--- src/rtl/ibex_instr_bus_arbiter_pkg.sv ---
// Shared types for the instruction-bus arbiter: the host id and the width of
// the outstanding-transaction counter.
package ibex_instr_bus_arbiter_pkg;

  typedef enum logic {
    INSTR_HOST_FETCH = 1'b0,
    INSTR_HOST_AUX   = 1'b1
  } instr_host_e;

  // Width needed to count 0..n inclusive
  function automatic int unsigned cnt_width(input int unsigned n);
    return $clog2(n + 1);
  endfunction

endpackage

--- src/rtl/ibex_instr_arb_id_fifo.sv ---
// In-order FIFO of host ids, one entry per granted-but-unanswered transaction.
// The occupancy counter doubles as the arbiter's outstanding count.
module ibex_instr_arb_id_fifo
  import ibex_instr_bus_arbiter_pkg::*;
#(
  parameter int unsigned Depth = 2,
  parameter int unsigned CntW  = cnt_width(Depth)
) (
  input  logic            clk,
  input  logic            clear,
  input  logic            push,
  input  logic            push_id,
  input  logic            pop,
  output logic            head,
  output logic [CntW-1:0] count
);

  localparam int unsigned PtrW = (Depth > 1) ? $clog2(Depth) : 1;

  instr_host_e     mem_q [Depth];
  logic [PtrW-1:0] wptr_q, rptr_q;

  // Pointers wrap at Depth, which need not be a power of two
  function automatic logic [PtrW-1:0] nxt(input logic [PtrW-1:0] p);
    return (p == PtrW'(Depth - 1)) ? '0 : p + PtrW'(1);
  endfunction

  always_ff @(posedge clk) begin
    if (clear) begin
      wptr_q <= '0;
      rptr_q <= '0;
      count  <= '0;
    end else begin
      if (push) begin
        mem_q[wptr_q] <= instr_host_e'(push_id);
        wptr_q        <= nxt(wptr_q);
      end
      if (pop) rptr_q <= nxt(rptr_q);
      count <= count + CntW'(push) - CntW'(pop);
    end
  end

  assign head = mem_q[rptr_q];

endmodule

--- src/rtl/ibex_instr_bus_arbiter.sv ---
// Shares one req/gnt/rvalid instruction port between the fetch host and an
// auxiliary host; responses are routed back in order via an id FIFO.
module ibex_instr_bus_arbiter
  import ibex_instr_bus_arbiter_pkg::*;
#(
  parameter int unsigned MaxOutstanding = 2,
  parameter int unsigned AddrWidth      = 32,
  parameter int unsigned DataWidth      = 32,
  parameter bit          CheckProtocol  = 1'b1
) (
  input  logic                 clk_i,
  input  logic                 rst_i,
  input  logic                 h0_req_i,
  input  logic [AddrWidth-1:0] h0_addr_i,
  output logic                 h0_gnt_o,
  output logic                 h0_rvalid_o,
  input  logic                 h1_req_i,
  input  logic [AddrWidth-1:0] h1_addr_i,
  output logic                 h1_gnt_o,
  output logic                 h1_rvalid_o,
  output logic [DataWidth-1:0] rdata_o,
  output logic                 err_o,
  output logic                 dev_req_o,
  output logic [AddrWidth-1:0] dev_addr_o,
  input  logic                 dev_gnt_i,
  input  logic                 dev_rvalid_i,
  input  logic [DataWidth-1:0] dev_rdata_i,
  input  logic                 dev_err_i,
  output logic                 busy_o
);

  localparam int unsigned CntW = cnt_width(MaxOutstanding);

  logic            lock_q;
  instr_host_e     owner_q, rr_last_q, winner;
  logic            win_req, can_issue, grant, pop, head;
  logic [CntW-1:0] count;
  logic            stray_rvalid, owner_dropped;

  // A presented-but-ungranted request stays selected until granted
  always_comb begin
    winner = INSTR_HOST_FETCH;
    if (lock_q)                    winner = owner_q;
    else if (h0_req_i && h1_req_i) winner = (rr_last_q == INSTR_HOST_FETCH) ? INSTR_HOST_AUX
                                                                            : INSTR_HOST_FETCH;
    else if (h1_req_i)             winner = INSTR_HOST_AUX;
  end

  assign win_req   = (winner == INSTR_HOST_AUX) ? h1_req_i : h0_req_i;
  assign can_issue = (count < CntW'(MaxOutstanding));

  assign dev_req_o  = ~rst_i & can_issue & win_req;
  assign dev_addr_o = rst_i ? '0 : ((winner == INSTR_HOST_AUX) ? h1_addr_i : h0_addr_i);
  assign grant      = dev_req_o & dev_gnt_i;
  assign h0_gnt_o   = grant & (winner == INSTR_HOST_FETCH);
  assign h1_gnt_o   = grant & (winner == INSTR_HOST_AUX);

  // Responses with nothing outstanding are dropped rather than misrouted
  assign pop          = ~rst_i & dev_rvalid_i & (count != '0);
  assign h0_rvalid_o  = pop & ~head;
  assign h1_rvalid_o  = pop & head;
  assign rdata_o      = dev_rdata_i;
  assign err_o        = dev_err_i;
  assign busy_o       = ~rst_i & (dev_req_o | lock_q | (count != '0));

  assign stray_rvalid  = ~rst_i & dev_rvalid_i & (count == '0);
  assign owner_dropped = ~rst_i & lock_q & ~win_req;

  always_ff @(posedge clk_i) begin
    if (rst_i) begin
      lock_q    <= 1'b0;
      owner_q   <= INSTR_HOST_FETCH;
      rr_last_q <= INSTR_HOST_AUX;
    end else begin
      if (dev_req_o && !dev_gnt_i) begin
        lock_q  <= 1'b1;
        owner_q <= winner;
      end else if (dev_gnt_i || !win_req) begin
        lock_q  <= 1'b0;
      end
      if (grant) rr_last_q <= winner;
    end
  end

  ibex_instr_arb_id_fifo #(
    .Depth (MaxOutstanding),
    .CntW  (CntW)
  ) u_id_fifo (
    .clk     (clk_i),
    .clear   (rst_i),
    .push    (grant),
    .push_id (winner),
    .pop     (pop),
    .head    (head),
    .count   (count)
  );

  if (CheckProtocol) begin : g_chk
    a_stray_rvalid:  assert property (@(posedge clk_i) !stray_rvalid);
    a_owner_dropped: assert property (@(posedge clk_i) !owner_dropped);
  end

endmodule
--- config.mk ---
export PLATFORM = sky130hd
export DESIGN_NAME = ibex_instr_bus_arbiter
export DESIGN_NICKNAME = d
export VERILOG_FILES = /design/src/rtl/ibex_instr_bus_arbiter_pkg.sv /design/src/rtl/ibex_instr_arb_id_fifo.sv /design/src/rtl/ibex_instr_bus_arbiter.sv
export SDC_FILE = /design/constraint.sdc
export NUM_CORES = 1
export LEC_CHECK = 0
export ABC_AREA = 1
export CAP_MARGIN = 20
export CORE_AREA = 2 2 67 69
export CTS_CLUSTER_SIZE = 16
export DETAILED_ROUTE_END_ITERATION = 8
export DIE_AREA = 0 0 69 71
export DONT_BUFFER_PORTS = 1
export GPL_ROUTABILITY_DRIVEN = 0
export PLACE_DENSITY = 0.43
export SETUP_SLACK_MARGIN = 0.3
export SYNTH_ARGS = -nofsm -noshare
export SYNTH_HDL_FRONTEND = slang
export SYNTH_SLANG_ARGS = --single-unit
--- constraint.sdc ---
create_clock -name clk_i -period 1.8 [get_ports clk_i]
set_input_delay 0.36 -clock clk_i [delete_from_list [all_inputs] [get_ports clk_i]]
set_output_delay 0.36 -clock clk_i [all_outputs]
set_load 0.1 [all_outputs]
==> results of run 1 <==
==> cell usage after synthesis (all sizes together) <==
cell / n / share of area, %
nand4: 1 / 1.7
a21oi: 2 / 0.81
or2: 1 / 0.71
nor3b: 1 / 1.0
xor2: 2 / 1.4
dfxtp: 8 / 13
buf: 38 / 23
nor2: 78 / 24
nand3: 6 / 3.6
nor3: 1 / 0.40
ha: 1 / 1.0
o21ai: 36 / 15
nand2: 10 / 3.4
a211oi: 1 / 0.60
clkbuf: 5 / 1.7
inv: 13 / 3.9
edfxtp: 2 / 4.8
==> worst max-delay path, stage by stage (launching register included) <==
cell       delay [ns]
dfxtp_2          0.33
inv_2            0.08
nand3_4          0.09
nand2_4          0.15
clkbuf_16        0.19
o21ai_1          0.09
nor2_4           0.15
buf_12           0.18
==> routing by layer <==
metal,part of all wire (%),vias up
met5,0,-
met4,1.8,0
met3,11,14
met2,53,102
met1,34,610
li1,-,635
==> timing repair <==
| item | 4_1_cts | 5_1_grt |
|---|---|---|
| cloned | 0 | 1 |
| gates resized for setup | 12 | 10 |
| setup buffers | 3 | 0 |
| pin swaps | 2 | 0 |
| endpoints found under the setup margin | 38 | 38 |
==> state kept, by name (all words and copies together) (netlist names), named ones only <==
name              cells
u_id_fifo.rptr_q      1
u_id_fifo.count       2
u_id_fifo.mem_q       2
lock_q                1
u_id_fifo.wptr_q      1
owner_q               1
rr_last_q             1
==> power groups by stage <==
stage	logic [mW]	registers [mW]	clock network (mW)
4_1_cts	1.16	0.266	0.241
5_1_grt	1.22	0.270	0.251
3_5_place_dp	1.14	0.270	0
2_1_floorplan	1.17	0.266	0
6_report	1.18	0.268	0.233
3_3_place_gp	1.13	0.268	0
==> final cells by class <==
type                            count  area [um^2]
Multi-Input combinational cell    140         1070
Fill cell                         378         1860
Inverter                           13         63.8
Sequential cell                    10          230
Tap cell                           52         65.1
Clock inverter                      1         3.75
Clock buffer                        3         41.3
Timing Repair Buffer               46          863
==> cell families (layout without fill, tap and decap cells) <==
group / Yosys count / after routing / share of synthesized area (%)
AO/OA/AOI/OAI: 39 / 39 / 15.9
XOR/XNOR: 2 / 2 / 1.41
adder cells (fa/ha/maj): 1 / 1 / 1.01
buffers and inverters: 56 / 63 / 28.7
flip-flops: 10 / 10 / 17.7
AND/OR/NAND/NOR: 98 / 98 / 35.2
==> path summary, 6_finish.rpt <==
path	startpoint	to	slack, ns	depth (start not counted)
setup / recovery	lock_q	dev_addr_o[1]	-0.05	7
hold / removal	rst_i	u_id_fifo.wptr_q	0.19	1
setup reg to reg	u_id_fifo.count[1]	u_id_fifo.count[0]	0.39	7
hold reg to reg	owner_q	owner_q	0.49	2
==> results.json, run 1 <==
{
  "place_ws_ns": 0.102,
  "grt_pass1_wl_um": 6530,
  "nets": 318,
  "syn_to_final_growth_pct": 88.5,
  "core_um2": 4200,
  "critPathCaptureType": "output pin",
  "ios": 174,
  "ant_nets": 0,
  "peakVddDrop_mv": 0.513,
  "skew_ns": 0.00221,
  "arrival_ns": 1.49,
  "design_area_um2": 2340,
  "io_buffers": 0,
  "cts_root_buf": "clkbuf_8",
  "antenna_found_initial": 0,
  "die_h_um": 71,
  "netlist-cell-type-count": 24,
  "comb_power_share_pct": 70.2,
  "numCtsBuffers": 3,
  "drive_gt1_share_pct": 59.2,
  "grt_util_met1_pct": 16.8,
  "row_count": 24,
  "fmax_mhz": 541,
  "vias": 1361,
  "startpoint_type": "flop",
  "wl_um": 4200,
  "p_switching_mw": 0.872,
  "cts_hold_buf": 0,
  "dp_hpwl_um": 3480,
  "busiest_layer": "met2",
  "max-slew-margin-rel_pct": 78.8,
  "placed_cells": 257,
  "layout_commonest_cell": "buf_12",
  "grt.overflow.total": 0,
  "grt_use_met2_pct": 28.8,
  "power_frac_clock_pct": 13.9,
  "ys.warnings.count": 0,
  "finalNonFillerCells": 265,
  "synth_cells": 206,
  "drtPass1Iterations": 4,
  "setup_violations": 24,
  "cts_tree": "done",
  "p_int_mw": 0.807,
  "final_util_pct": 55.7,
  "criticalPathCategory": "reg2out",
  "die-area_um2": 4900,
  "grt_pass1_vias": 1362,
  "critPathMaxFanout": 10,
  "clk_pin_slew_ns": 0.05,
  "clk_latency_ns": 0.23,
  "htree_levels": 1,
  "via_per_inst": 5.14,
  "rsz0062_at_grt": "yes",
  "cap_violations": 0,
  "hold_viol_final": 0,
  "final_cell_mix": "40 x buf_12, 39 x nor2_4, 35 x nor2_1",
  "start_util_pct": 29.6,
  "yosysSeqAreaShare_pct": 17.7,
  "chipWidth_um": 69,
  "status": "finished with violations",
  "syn-cell-area_um2": 1240,
  "drt_iter0_drc": 31,
  "fin_ws_ns": -0.0472,
  "sw_frac_of_total_pct": 51.9,
  "grtUsageTotal_pct": 16.0,
  "min_period_ns": 1.85,
  "hold_class": "in2reg",
  "drv_slew": 0,
  "synth_seq_cells": 10,
  "seq_power_share_pct": 16.0,
  "cp.required_ns": 1.44,
  "cts_num_sinks": 10,
  "synth_nets": 310,
  "worst_pin_slew_ns": 0.316,
  "grt_start_max_net_pins": 33,
  "fin_crit_sh_pct": 103,
  "power_density_nw_per_um2": 716,
  "hold_ws_ns": 0.192,
  "route.detailed.drc": 0,
  "post_dp_cell_area_um2": 2180,
  "violations": "setup timing",
  "use_met3_pct": 7.12,
  "finalPower_mw": 1.68,
  "fin_tns_setup_ns": -0.776,
  "avgSynthCellArea_um2": 6.03,
  "clock_path_buffers": 2,
  "p_leak_nw": 0.869,
  "n_antenna_cell": 0,
  "wl_per_cell_um": 15.8
}
Power figures use the tool's default switching activity.
==> inputs of run 2 (changes only) <==
--- a/config.mk
+++ b/config.mk
@@ -7,11 +7,11 @@
 export LEC_CHECK = 0
-export ABC_AREA = 1
+export ABC_AREA = 0
 export CAP_MARGIN = 20
-export CORE_AREA = 2 2 67 69
+export CORE_AREA = 2 2 68 70
 export CTS_CLUSTER_SIZE = 16
 export DETAILED_ROUTE_END_ITERATION = 8
-export DIE_AREA = 0 0 69 71
+export DIE_AREA = 0 0 70 72
 export DONT_BUFFER_PORTS = 1
 export GPL_ROUTABILITY_DRIVEN = 0
-export PLACE_DENSITY = 0.43
+export PLACE_DENSITY = 0.42
 export SETUP_SLACK_MARGIN = 0.3
--- a/constraint.sdc
+++ b/constraint.sdc
@@ -3,2 +3,2 @@
 set_output_delay 0.36 -clock clk_i [all_outputs]
-set_load 0.1 [all_outputs]
+set_load 0.005 [all_outputs]
==> results.json, run 2 <==
{
  "status": "completed",
  "criticalPathCategory": "reg2out",
  "min_path_cells": 1,
  "yosysMostFrequentCell": "nand2_1",
  "r2r-end": "u_id_fifo.count[1]",
  "clk_latency_ns": 0.24,
  "io_buffers": 0,
  "grt_pass1_vias": 1266,
  "synth_cells": 195,
  "fin_crit_sh_pct": 98.4,
  "n_antenna_cell": 0,
  "die-area_um2": 5040,
  "yosysTopAreaCellShare_pct": 20.6,
  "rr_startpoint": "u_id_fifo.count[1]",
  "ios": 174,
  "fmax_mhz": 564,
  "grtUsageTotal_pct": 15.4,
  "synth_seq_cells": 10,
  "cts_num_sinks": 10,
  "chipWidth_um": 70,
  "start_util_pct": 28.3,
  "nets": 273,
  "startpoint_type": "flop",
  "yosysSeqAreaShare_pct": 18.3,
  "clk_pin_slew_ns": 0.05,
  "grt.overflow.total": 0,
  "grt_pass1_wl_um": 6290,
  "ys.warnings.count": 0,
  "worst_pin_slew_ns": 0.472,
  "synth_nets": 299,
  "skew_ns": 0.00478,
  "reg2regPathDepth": 6,
  "die_h_um": 72,
  "hold_ws_ns": 0.200,
  "critPathCaptureType": "output pin",
  "drv_slew": 0,
  "yosys-mux-area-fraction_pct": 1.77,
  "syn-cell-area_um2": 1200,
  "rrSetupSlack_ns": 0.29,
  "cp.required_ns": 1.44,
  "synth_xor_xnor_area_share_pct": 2.18,
  "vias": 1189,
  "hold_class": "in2reg",
  "wl_met3_um": 428,
  "wl_um": 4310,
  "final_cell_mix": "54 x nand2_1, 32 x a21oi_2, 11 x nand2_2",
  "syn_to_final_growth_pct": 22.2,
  "drive_gt1_share_pct": 48.5,
  "critPathMaxFanout": 12,
  "synthTopCellsByArea": "buf_4 21%, nand2_1 21%, a21oi_1 14%, dfxtp_1 13%, edfxtp_1 5.0%",
  "dp_hpwl_um": 3010,
  "cp_slowest_cell": "dfxtp_4",
  "htree_levels": 1,
  "synth_common_cells": "66 x nand2_1, 34 x a21oi_1, 33 x buf_4",
  "synthSimpleGateAreaFrac_pct": 30.5,
  "cts_tree": "done",
  "peakVddDrop_mv": 0.227,
  "power_density_nw_per_um2": 791,
  "finalPower_mw": 1.17,
  "async_flop_share_pct": 0,
  "netlist-cell-type-count": 31,
  "finalNonFillerCells": 219,
  "drtPass1Iterations": 4,
  "cts_root_buf": "clkbuf_8",
  "synth_compound_gate_area_share_pct": 20.8,
  "synth_edf_count": 2,
  "highest_layer": "met4",
  "placed_cells": 208,
  "grt_start_max_net_pins": 50,
  "cpLargestDelayFamily": "buffers and inverters",
  "path_cells": "nor2b_4, a22oi_2, buf_6, inv_8, buf_12, nand2_1, a21oi_2",
  "top_regs": "u_id_fifo.count: 2 flops, u_id_fifo.mem_q: 2 flops",
  "drt_iter0_drc": 68,
  "min_period_ns": 1.77,
  "rsz0062_at_grt": "yes",
  "ant_nets": 0,
  "avgSynthCellArea_um2": 6.18,
  "antenna_found_initial": 0,
  "row_count": 24,
  "core_um2": 4260,
  "slowest_delay_ns": 0.37,
  "wl_met2_um": 2390,
  "crit_buf_inv": 3,
  "synthAdderAreaFrac_pct": 1.04,
  "synth_top_family_by_area": "simple AND/OR/NAND/NOR gates",
  "synth.largest_area_cell": "buf_4",
  "wl_per_cell_um": 19.7,
  "setup_violations": 0,
  "layout_commonest_cell": "nand2_1",
  "clock_path_buffers": 2,
  "cap_violations": 0,
  "hold_end": "owner_q",
  "numCtsBuffers": 3,
  "fin_tns_setup_ns": 0,
  "min-delay-start": "rst_i",
  "arrival_ns": 1.41,
  "max-slew-margin-rel_pct": 68.4,
  "synth_flop_cell": "dfxtp_1",
  "p_leak_nw": 0.521,
  "hold_viol_final": 0,
  "route.detailed.drc": 0,
  "via_per_inst": 5.43,
  "wl_met1_um": 1480
}
==> run 2: final cells by class <==
cell class,count,area (um^2)
fillers,465,2790
multi-input cells,138,937
flip-flops and latches,10,230
repair buffers,13,180
well taps,52,65.1
clock buffers,3,41.3
inverters,3,18.8
==> run 2: layer usage <==
metal,GRT usage (%),up-vias
met5,0,-
met4,2.99,0
met3,5.69,4
met2,30.2,87
met1,15.6,542
li1,-,556
==> run 2: worst max path at each step <==
| stage | start | slack [ns] | cells after the start | end |
|---|---|---|---|---|
| floorplan | h1_req_i | 0.29 | 6 | dev_addr_o[0] |
| global placement | h1_req_i | 0.22 | 5 | dev_addr_o[22] |
| detailed placement | h1_req_i | 0.20 | 5 | dev_addr_o[4] |
| CTS | lock_q | 0.04 | 6 | dev_addr_o[4] |
| global route | lock_q | -0.03 | 6 | dev_addr_o[29] |
| finish | lock_q | 0.03 | 7 | dev_addr_o[30] |
==> run 2: through the flow <==
| step | instance area (um^2) | utilization, % | setup WS [ns] |
|---|---|---|---|
| after detailed placement | 1120 | 26.3 | 0.200 |
| after floorplan | 1340 | - | 0.290 |
| after global routing | 1470 | 34.5 | -0.0297 |
| after global placement | 1120 | 26.3 | 0.225 |
| after CTS | 1440 | 33.8 | 0.0404 |
| final | 1470 | 34.5 | 0.0285 |
==> run 2: kinds of logic after synthesis <==
logic type	Yosys count
AO/OA/AOI/OAI	43
buffers and inverters	47
AND/OR/NAND/NOR	89
adder cells (fa/ha/maj)	1
XOR/XNOR	3
flip-flops	10
multiplexers	2
==> run 2: worst reg2reg max path, delay by kind of cell (launching register included) <==
kind                       cells  cell delay (ns)
adders and majority gates      1             0.27
DFF                            1             0.37
and+or+nand+nor                2             0.10
muxes                          1             0.34
AOI/OAI and AO/OA              2             0.32
==> run 2: what timing repair did <==
| action | in CTS | in global routing |
|---|---|---|
| resized for setup | 50 | 5 |
| setup endpoints to repair | 37 | 39 |
| pin swaps | 15 | 1 |
| setup buffers | 5 | 0 |
| hold buffers | 0 | 0 |
| gates cloned | 3 | 0 |
==> run 2: power breakdown <==
part | internal [mW] | switching (mW) | total, mW
Sequential | 0.285 | 0.0550 | 0.340
Combinational | 0.283 | 0.302 | 0.585
Clock | 0.147 | 0.0931 | 0.240
